**config.mk**
```make
export PLATFORM = sky130hd
export DESIGN_NAME = ttt_neuron_bank
export DESIGN_NICKNAME = d
export VERILOG_FILES = /design/src/rtl/ttt_neuron_bank_pkg.sv /design/src/rtl/ttt_neuron_bank_cell.sv /design/src/rtl/ttt_neuron_bank.sv
export SDC_FILE = /design/constraint.sdc
export NUM_CORES = 1
export LEC_CHECK = 0
export ABC_AREA = 1
export BUFFER_PORTS_ARGS = -buffer_cell sky130_fd_sc_hd__buf_2
export CAP_MARGIN = 20
export CORE_MARGIN = 5
export CORE_UTILIZATION = 58
export DETAILED_ROUTE_END_ITERATION = 10
export PLACE_DENSITY = 0.84
export RECOVER_POWER = 25
export SETUP_SLACK_MARGIN = 0.3
export SLEW_MARGIN = 10
export SYNTH_ARGS = -nofsm -noshare
export SYNTH_HDL_FRONTEND = slang
export SYNTH_SLANG_ARGS = --single-unit
```
**constraint.sdc**
```tcl
create_clock -name clk -period 2.7 [get_ports clk]
set_input_delay 0 -clock clk [delete_from_list [all_inputs] [get_ports clk]]
set_output_delay 0 -clock clk [all_outputs]
set_load 0.05 [all_outputs]
```
**src/rtl/ttt_neuron_bank_pkg.sv**
```systemverilog
`default_nettype none
// ============================================================================
// Module      : ttt_pkg
// Description : Shared definitions for the tick-tock-token neuron bank:
//               FSM state encodings, token sign constants and a saturating
//               unsigned +/-1 helper usable at any counter width up to 32.
// Revision    : 1.0 - initial release
// ============================================================================
package ttt_pkg;

    // Bank FSM state encodings
    typedef logic [1:0] ttt_state_t;
    localparam ttt_state_t ST_ACCEPT = 2'd0;
    localparam ttt_state_t ST_SWEEP  = 2'd1;
    localparam ttt_state_t ST_EMIT   = 2'd2;
    localparam ttt_state_t ST_DONE   = 2'd3;

    // Token polarity as carried on tok_sign
    localparam logic TOK_EXC = 1'b0;
    localparam logic TOK_INH = 1'b1;

    // Saturating step of an unsigned value held in the low 'width' bits:
    // +1 clamps at 2^width-1, -1 clamps at 0.
    function automatic logic [31:0] sat_step(input logic [31:0] value,
                                             input logic        down,
                                             input int          width);
        logic [31:0] max_val;
        max_val = (width >= 32) ? 32'hFFFF_FFFF : ((32'd1 << width) - 32'd1);
        if (down) begin
            sat_step = (value == 32'd0) ? 32'd0 : value - 32'd1;
        end else begin
            sat_step = (value >= max_val) ? max_val : value + 32'd1;
        end
    endfunction

endpackage
`default_nettype wire

```
**src/rtl/ttt_neuron_bank_cell.sv**
```systemverilog
`default_nettype none
// ============================================================================
// Module      : ttt_neuron_cell
// Description : One token-counting neuron: saturating counter plus threshold
//               register. Fire subtracts the threshold, leak removes one
//               token, inc/dec apply a saturating token.
// Revision    : 1.0 - initial release
// ============================================================================
module ttt_neuron_cell
    import ttt_pkg::*;
#(
    parameter int COUNT_WIDTH = 8,
    parameter int THRESH_INIT = 4
) (
    input  logic                   clk,
    input  logic                   rst,
    input  logic                   i_inc,
    input  logic                   i_dec,
    input  logic                   i_fire,
    input  logic                   i_leak,
    input  logic                   i_cfg_we,
    input  logic [COUNT_WIDTH-1:0] i_cfg_threshold,
    output logic [COUNT_WIDTH-1:0] o_count,
    output logic [COUNT_WIDTH-1:0] o_threshold
);

    localparam logic [COUNT_WIDTH-1:0] c_ONE  = COUNT_WIDTH'(1);
    localparam logic [COUNT_WIDTH-1:0] c_INIT = COUNT_WIDTH'(THRESH_INIT);

    logic [COUNT_WIDTH-1:0] r_count;
    logic [COUNT_WIDTH-1:0] r_threshold;
    logic [COUNT_WIDTH-1:0] w_count_next;

    // Next counter value; fire/leak only occur during a sweep, tokens only
    // outside one, so the priority order never hides a real event.
    always_comb begin
        w_count_next = r_count;
        if (i_fire) begin
            w_count_next = r_count - r_threshold;
        end else if (i_leak && (r_count != '0)) begin
            w_count_next = r_count - c_ONE;
        end else if (i_inc) begin
            w_count_next = COUNT_WIDTH'(sat_step(32'(r_count), 1'b0, COUNT_WIDTH));
        end else if (i_dec) begin
            w_count_next = COUNT_WIDTH'(sat_step(32'(r_count), 1'b1, COUNT_WIDTH));
        end
    end

    // Counter and threshold registers
    always_ff @(posedge clk) begin
        if (rst) begin
            r_count     <= '0;
            r_threshold <= c_INIT;
        end else begin
            r_count <= w_count_next;
            if (i_cfg_we) begin
                r_threshold <= i_cfg_threshold;
            end
        end
    end

    assign o_count     = r_count;
    assign o_threshold = r_threshold;

endmodule
`default_nettype wire

```
**src/rtl/ttt_neuron_bank.sv**
```systemverilog
`default_nettype none
// ============================================================================
// Module      : ttt_neuron_bank
// Description : Bank of NUM_NEURONS tick-tock-token neurons. Tick phase
//               (ACCEPT) takes tokens and threshold writes; tock phase sweeps
//               every neuron in index order and streams spike indices out
//               on a ready/valid port, then pulses sweep_done.
//               Optional macro TTT_LEAK_EN: non-firing neurons lose one
//               token per sweep.
// Revision    : 1.0 - initial release
// ============================================================================
module ttt_neuron_bank
    import ttt_pkg::*;
#(
    parameter int NUM_NEURONS = 4,
    parameter int COUNT_WIDTH = 8,
    parameter int THRESH_INIT = 4,
    parameter int ADDR_WIDTH  = $clog2(NUM_NEURONS)
) (
    input  logic                   clk,
    input  logic                   rst,
    input  logic                   tok_valid,
    output logic                   tok_ready,
    input  logic [ADDR_WIDTH-1:0]  tok_addr,
    input  logic                   tok_sign,
    input  logic                   cfg_valid,
    output logic                   cfg_ready,
    input  logic [ADDR_WIDTH-1:0]  cfg_addr,
    input  logic [COUNT_WIDTH-1:0] cfg_threshold,
    input  logic                   step,
    output logic                   spk_valid,
    input  logic                   spk_ready,
    output logic [ADDR_WIDTH-1:0]  spk_addr,
    output logic                   sweep_done
);

    localparam logic [ADDR_WIDTH-1:0] c_LAST = ADDR_WIDTH'(NUM_NEURONS - 1);
    localparam logic [ADDR_WIDTH-1:0] c_ONE  = ADDR_WIDTH'(1);

    ttt_state_t             r_state;
    logic [ADDR_WIDTH-1:0]  r_idx;
    logic                   r_spk_valid;
    logic [ADDR_WIDTH-1:0]  r_spk_addr;

    logic [COUNT_WIDTH-1:0] w_counts     [NUM_NEURONS];
    logic [COUNT_WIDTH-1:0] w_thresholds [NUM_NEURONS];
    logic [COUNT_WIDTH-1:0] w_cur_count;
    logic [COUNT_WIDTH-1:0] w_cur_thr;
    logic                   w_accept;
    logic                   w_in_sweep;
    logic                   w_fire_now;
    logic                   w_leak_now;

    assign w_accept    = (r_state == ST_ACCEPT);
    assign w_in_sweep  = (r_state == ST_SWEEP);
    assign w_cur_count = w_counts[r_idx];
    assign w_cur_thr   = w_thresholds[r_idx];

    // A zero threshold disables firing but not accumulation
    assign w_fire_now  = w_in_sweep && (w_cur_thr != '0) && (w_cur_count >= w_cur_thr);

`ifdef TTT_LEAK_EN
    assign w_leak_now  = w_in_sweep && !w_fire_now;
`else
    assign w_leak_now  = 1'b0;
`endif

    genvar gi;
    generate
        for (gi = 0; gi < NUM_NEURONS; gi++) begin : g_cell
            logic w_tok_hit;
            logic w_sel;
            assign w_tok_hit = w_accept && tok_valid && (tok_addr == ADDR_WIDTH'(gi));
            assign w_sel     = (r_idx == ADDR_WIDTH'(gi));

            ttt_neuron_cell #(
                .COUNT_WIDTH (COUNT_WIDTH),
                .THRESH_INIT (THRESH_INIT)
            ) u_cell (
                .clk             (clk),
                .rst             (rst),
                .i_inc           (w_tok_hit && (tok_sign == TOK_EXC)),
                .i_dec           (w_tok_hit && (tok_sign == TOK_INH)),
                .i_fire          (w_fire_now && w_sel),
                .i_leak          (w_leak_now && w_sel),
                .i_cfg_we        (w_accept && cfg_valid && (cfg_addr == ADDR_WIDTH'(gi))),
                .i_cfg_threshold (cfg_threshold),
                .o_count         (w_counts[gi]),
                .o_threshold     (w_thresholds[gi])
            );
        end
    endgenerate

    // Sweep FSM: index walk, spike register and handshake
    always_ff @(posedge clk) begin
        if (rst) begin
            r_state     <= ST_ACCEPT;
            r_idx       <= '0;
            r_spk_valid <= 1'b0;
            r_spk_addr  <= '0;
        end else begin
            case (r_state)
                ST_ACCEPT: begin
                    if (step) begin
                        r_state <= ST_SWEEP;
                        r_idx   <= '0;
                    end
                end
                ST_SWEEP: begin
                    if (w_fire_now) begin
                        r_spk_valid <= 1'b1;
                        r_spk_addr  <= r_idx;
                        r_state     <= ST_EMIT;
                    end else if (r_idx == c_LAST) begin
                        r_state <= ST_DONE;
                    end else begin
                        r_idx <= r_idx + c_ONE;
                    end
                end
                ST_EMIT: begin
                    if (spk_ready) begin
                        r_spk_valid <= 1'b0;
                        if (r_idx == c_LAST) begin
                            r_state <= ST_DONE;
                        end else begin
                            r_idx   <= r_idx + c_ONE;
                            r_state <= ST_SWEEP;
                        end
                    end
                end
                default: begin
                    r_state <= ST_ACCEPT;
                end
            endcase
        end
    end

    assign tok_ready  = w_accept;
    assign cfg_ready  = w_accept;
    assign spk_valid  = r_spk_valid;
    assign spk_addr   = r_spk_addr;
    assign sweep_done = (r_state == ST_DONE);

endmodule
`default_nettype wire

```
==> summary.md <==
| Metric | Value |
|---|---|
| Worst path bufs/invs | 3 |
| CTS root buf | clkbuf_16 |
| M1 GR Usage | 0.409 |
| Status | finished with violations |
| CP endpoint kind | register |
| Ant. Diodes | 0 |
| Commonest non-fill, non-tap cell in the layout | nand2_1 |
| Worst-Skew Late Latency | approximately 0.35 ns |
| Critical-path cell list | buf_12, a21oi_1, a21oi_2, ha_4, inv_1, o21bai_1, nand2_2, nand2_2, nand2_2, nand3_4, nand4_4, buf_6, o21ai_2, nand2_1, a21oi_1 |
| Final wirelength | about 23000 um |
| GRT Util Overall | 0.314 |
| Vias | around 7800 |
| Most numerous cell on the critical path | nand2_2 |
| Post-layout min period | between 2 and 3 ns |
| Reg power frac | 0.171 |
| Rows | 38 |
| Initial antenna violation count | 0 |
| Clock Power Share | 0.153 |
| Max cap viols | 0 |
| Layout Nets | 1184 |
| Largest net degree at the start of global routing | 61 |
| Post-Syn Instances | between 1000 and 1500 |
| P_leak | about 0.0039 uW |
| Final slew viol count | 0 |
| ANT nets after route | 0 |
| Max IR drop VDD | approximately 0.70 mV |
| Worst slack, placed | slightly above 0.08 ns |
| Net Sw Frac | 0.494 |
| Setup CP Type | reg2reg |
| Tcrit/Tclk final | 1.02 |
| Drt drc | 0 |
| Crit-path max FO | 26 |
| Top delay family on crit path | compound AO/OA/AOI/OAI gates |
| Vias in the first global route | 6730 |
| Synth cell types | 41 |
| Gate power share | 0.676 |
| Via density per instance | about 6.2 |
| Met2 Use GR | 0.494 |
| Hold WC Path Type | in2reg |
| GPL Wtd Cong | slightly below 1 |
| Worst setup margin | -0.0454 ns |
| Initial Utilization | 0.596 |
| CTS tree | yes |
| Dominant cell type by area after synthesis | dfxtp_1 |
| Final hold vios | 0 |
| Gr busiest metal | met2 |
| Dpl hpwl | 14200 um |
| Internal Power | between 4000 and 5000 uW |
| Warnings, synthesis | 0 |
| Die X-Extent | ~120 um |
| Global-route wire length before repair | approximately 33000 um |
| Clk pin slew, worst setup/hold paths | around 0.06 ns |
| CP max-delay cell | dfxtp_4 |
| WL per Instance | 18.3 um |
| Iter 0 DRT Violations | 1182 |
| Met3 usage in global routing | 0.0648 |
| GRT overflow | 0 |
| Data required, critical path | a little under 3 ns |
| Layout area overhead | 26.4% |
| Pwr dens | 1050 mW/mm2 |
| H-tree levels | 3 |
| Die area | between 0.01 and 0.015 mm2 |
| First drt pass iteration count | 6 |
| Largest stage delay on the critical path | ~0.38 ns |
| Syn nets | 1115 |
| Mapped Area | between 0.006 and 0.007 mm2 |
| Register area share after synthesis | 0.218 |
| Fraction of layout cells with a size suffix above 1 | 0.204 |
| Average size of a mapped cell | approximately 6.3 um2 |
| DIE HEIGHT | 116 um |
| Relative max-transition margin | 0.396 |
| Measured slew at the worst slew-check pin | 0.907 ns |
| RSZ-0062 raised after global routing | true |
| Max Buffers Root-to-Sink | 2 |
| Max Clock Freq | approximately 360 MHz |
| Arr. time, crit path | approximately 3 ns |
| Most frequent cells in the layout | 197 x nand2_1, 142 x inv_1, 86 x o21ai_0, 77 x nand3_1, 74 x a21oi_1 |
| FILL cells | 795 |
| Final hold slack | approximately 0.022 ns |
| Synth top area share | 0.218 |
| Number of port buffers | 24 |
| Failing checks | setup timing |
| Total CTS buffers | 9 |
| Startpoint types | register |
| CTS Sinks | between 70 and 80 |
| Core Region | approximately 0.011 mm2 |
| Final Setup Violations | 1 |
| P_sw | approximately 4300 uW |
| Ports | 25 |
| Clock skew | around 0.0078 ns |
| Area contributors post-synth | dfxtp_1 22%, nand2_1 13%, ha_1 10% |
| Synth Register Bits | 71 |
-- metrics by stage --
step / power, uW / util / std cells / instance area (um2) / setup TNS [ns]
global route: 9100 / 0.753 / 1254 / 8240 / -0.909
global placement: 5560 / 0.637 / 1209 / 6970 / 0
floorplan: 4690 / - / 1040 / 6540 / 0
detailed placement: 5640 / 0.637 / 1209 / 6970 / 0
finish: 8620 / 0.753 / 1254 / 8240 / -0.0454
CTS: 7740 / 0.714 / 1249 / 7810 / 0
-- path summary, 6_finish.rpt --
check / start / endpoint / slack, ns / depth (start not counted)
hold reg to reg: spk_addr[0] / spk_addr[0] / 0.46 / 2
setup / recovery: r_idx[0] / g_cell[3].u_cell.o_count[7] / -0.05 / 15
setup reg to reg: r_idx[0] / g_cell[3].u_cell.o_count[7] / -0.05 / 15
hold / removal: cfg_addr[1] / g_cell[0].u_cell.o_threshold[2] / 0.02 / 3
-- layer usage --
metal  share of wire  up-vias
met5               0        -
met4           0.060        0
met3            0.12      149
met2            0.45      589
met1            0.37     3499
li1                -     3559
-- synth_stat cells (all sizes together) --
cell type  number
a211oi          2
a21oi          95
a31oi           1
and3            1
buf            16
clkbuf         23
clkinv          5
dfxtp          71
fa              4
ha             52
inv           150
nand2         230
nand3         107
nand3b          2
nand4          12
nor2           68
nor3           23
nor3b           1
nor4            1
o211ai         12
o21a            2
o21ai         105
o21bai          1
o221ai          1
o22ai           1
o31ai           1
or2             2
xnor2          21
xor2           30
-- area by class of cell --
cell class              count  area, um2  share of cell area
clock inverters             7       97.6              0.0118
flip-flops and latches     71       1430               0.173
clock buffers               9        225              0.0273
repair buffers             95        836               0.101
inverters                 155        604              0.0734
multi-input cells         777       4870               0.592
well taps                 140        175              0.0213
-- what timing repair did --
item,in CTS,in global routing
gates cloned,8,0
pin swaps,28,40
endpoints found under the setup margin,37,39
setup buffers,13,5
endpoints found under the hold margin,12,0
hold buffers,3,0
gates resized for setup,66,95
-- tightest hold or removal path, delay by kind of cell --
| kind | cells | cell delay (ns) |
|---|---|---|
| AO/OA/AOI/OAI | 1 | 0.15 |
| buffers and inverters | 1 | 0.10 |
| AND/OR/NAND/NOR | 1 | 0.08 |
-- sequential cells by signal, indices dropped and copies added (netlist names) --
signal,count
g_cell.u_cell.o_count,32
r_idx,2
spk_valid,1
g_cell.u_cell.o_threshold,32
spk_addr,2
r_state,2
-- cell families (layout without fill, tap and decap cells) --
group,after synthesis,after routing,share of synthesized area
AND/OR/NAND/NOR,447,449,0.303
AO/OA/AOI/OAI,221,221,0.178
buffers and inverters,194,266,0.120
flip-flops,71,71,0.218
adder cells (fa/ha/maj),56,56,0.112
XOR/XNOR,51,51,0.0685
-- power groups by stage --
stage / sequential [uW] / clock (uW) / combinational, uW
detailed placement: 1450 / 0 / 4190
global route: 1490 / 1360 / 6260
finish: 1480 / 1320 / 5830
CTS: 1450 / 1320 / 4970
global placement: 1450 / 0 / 4110
floorplan: 1480 / 0 / 3210
(Power assumes the default switching activity.)
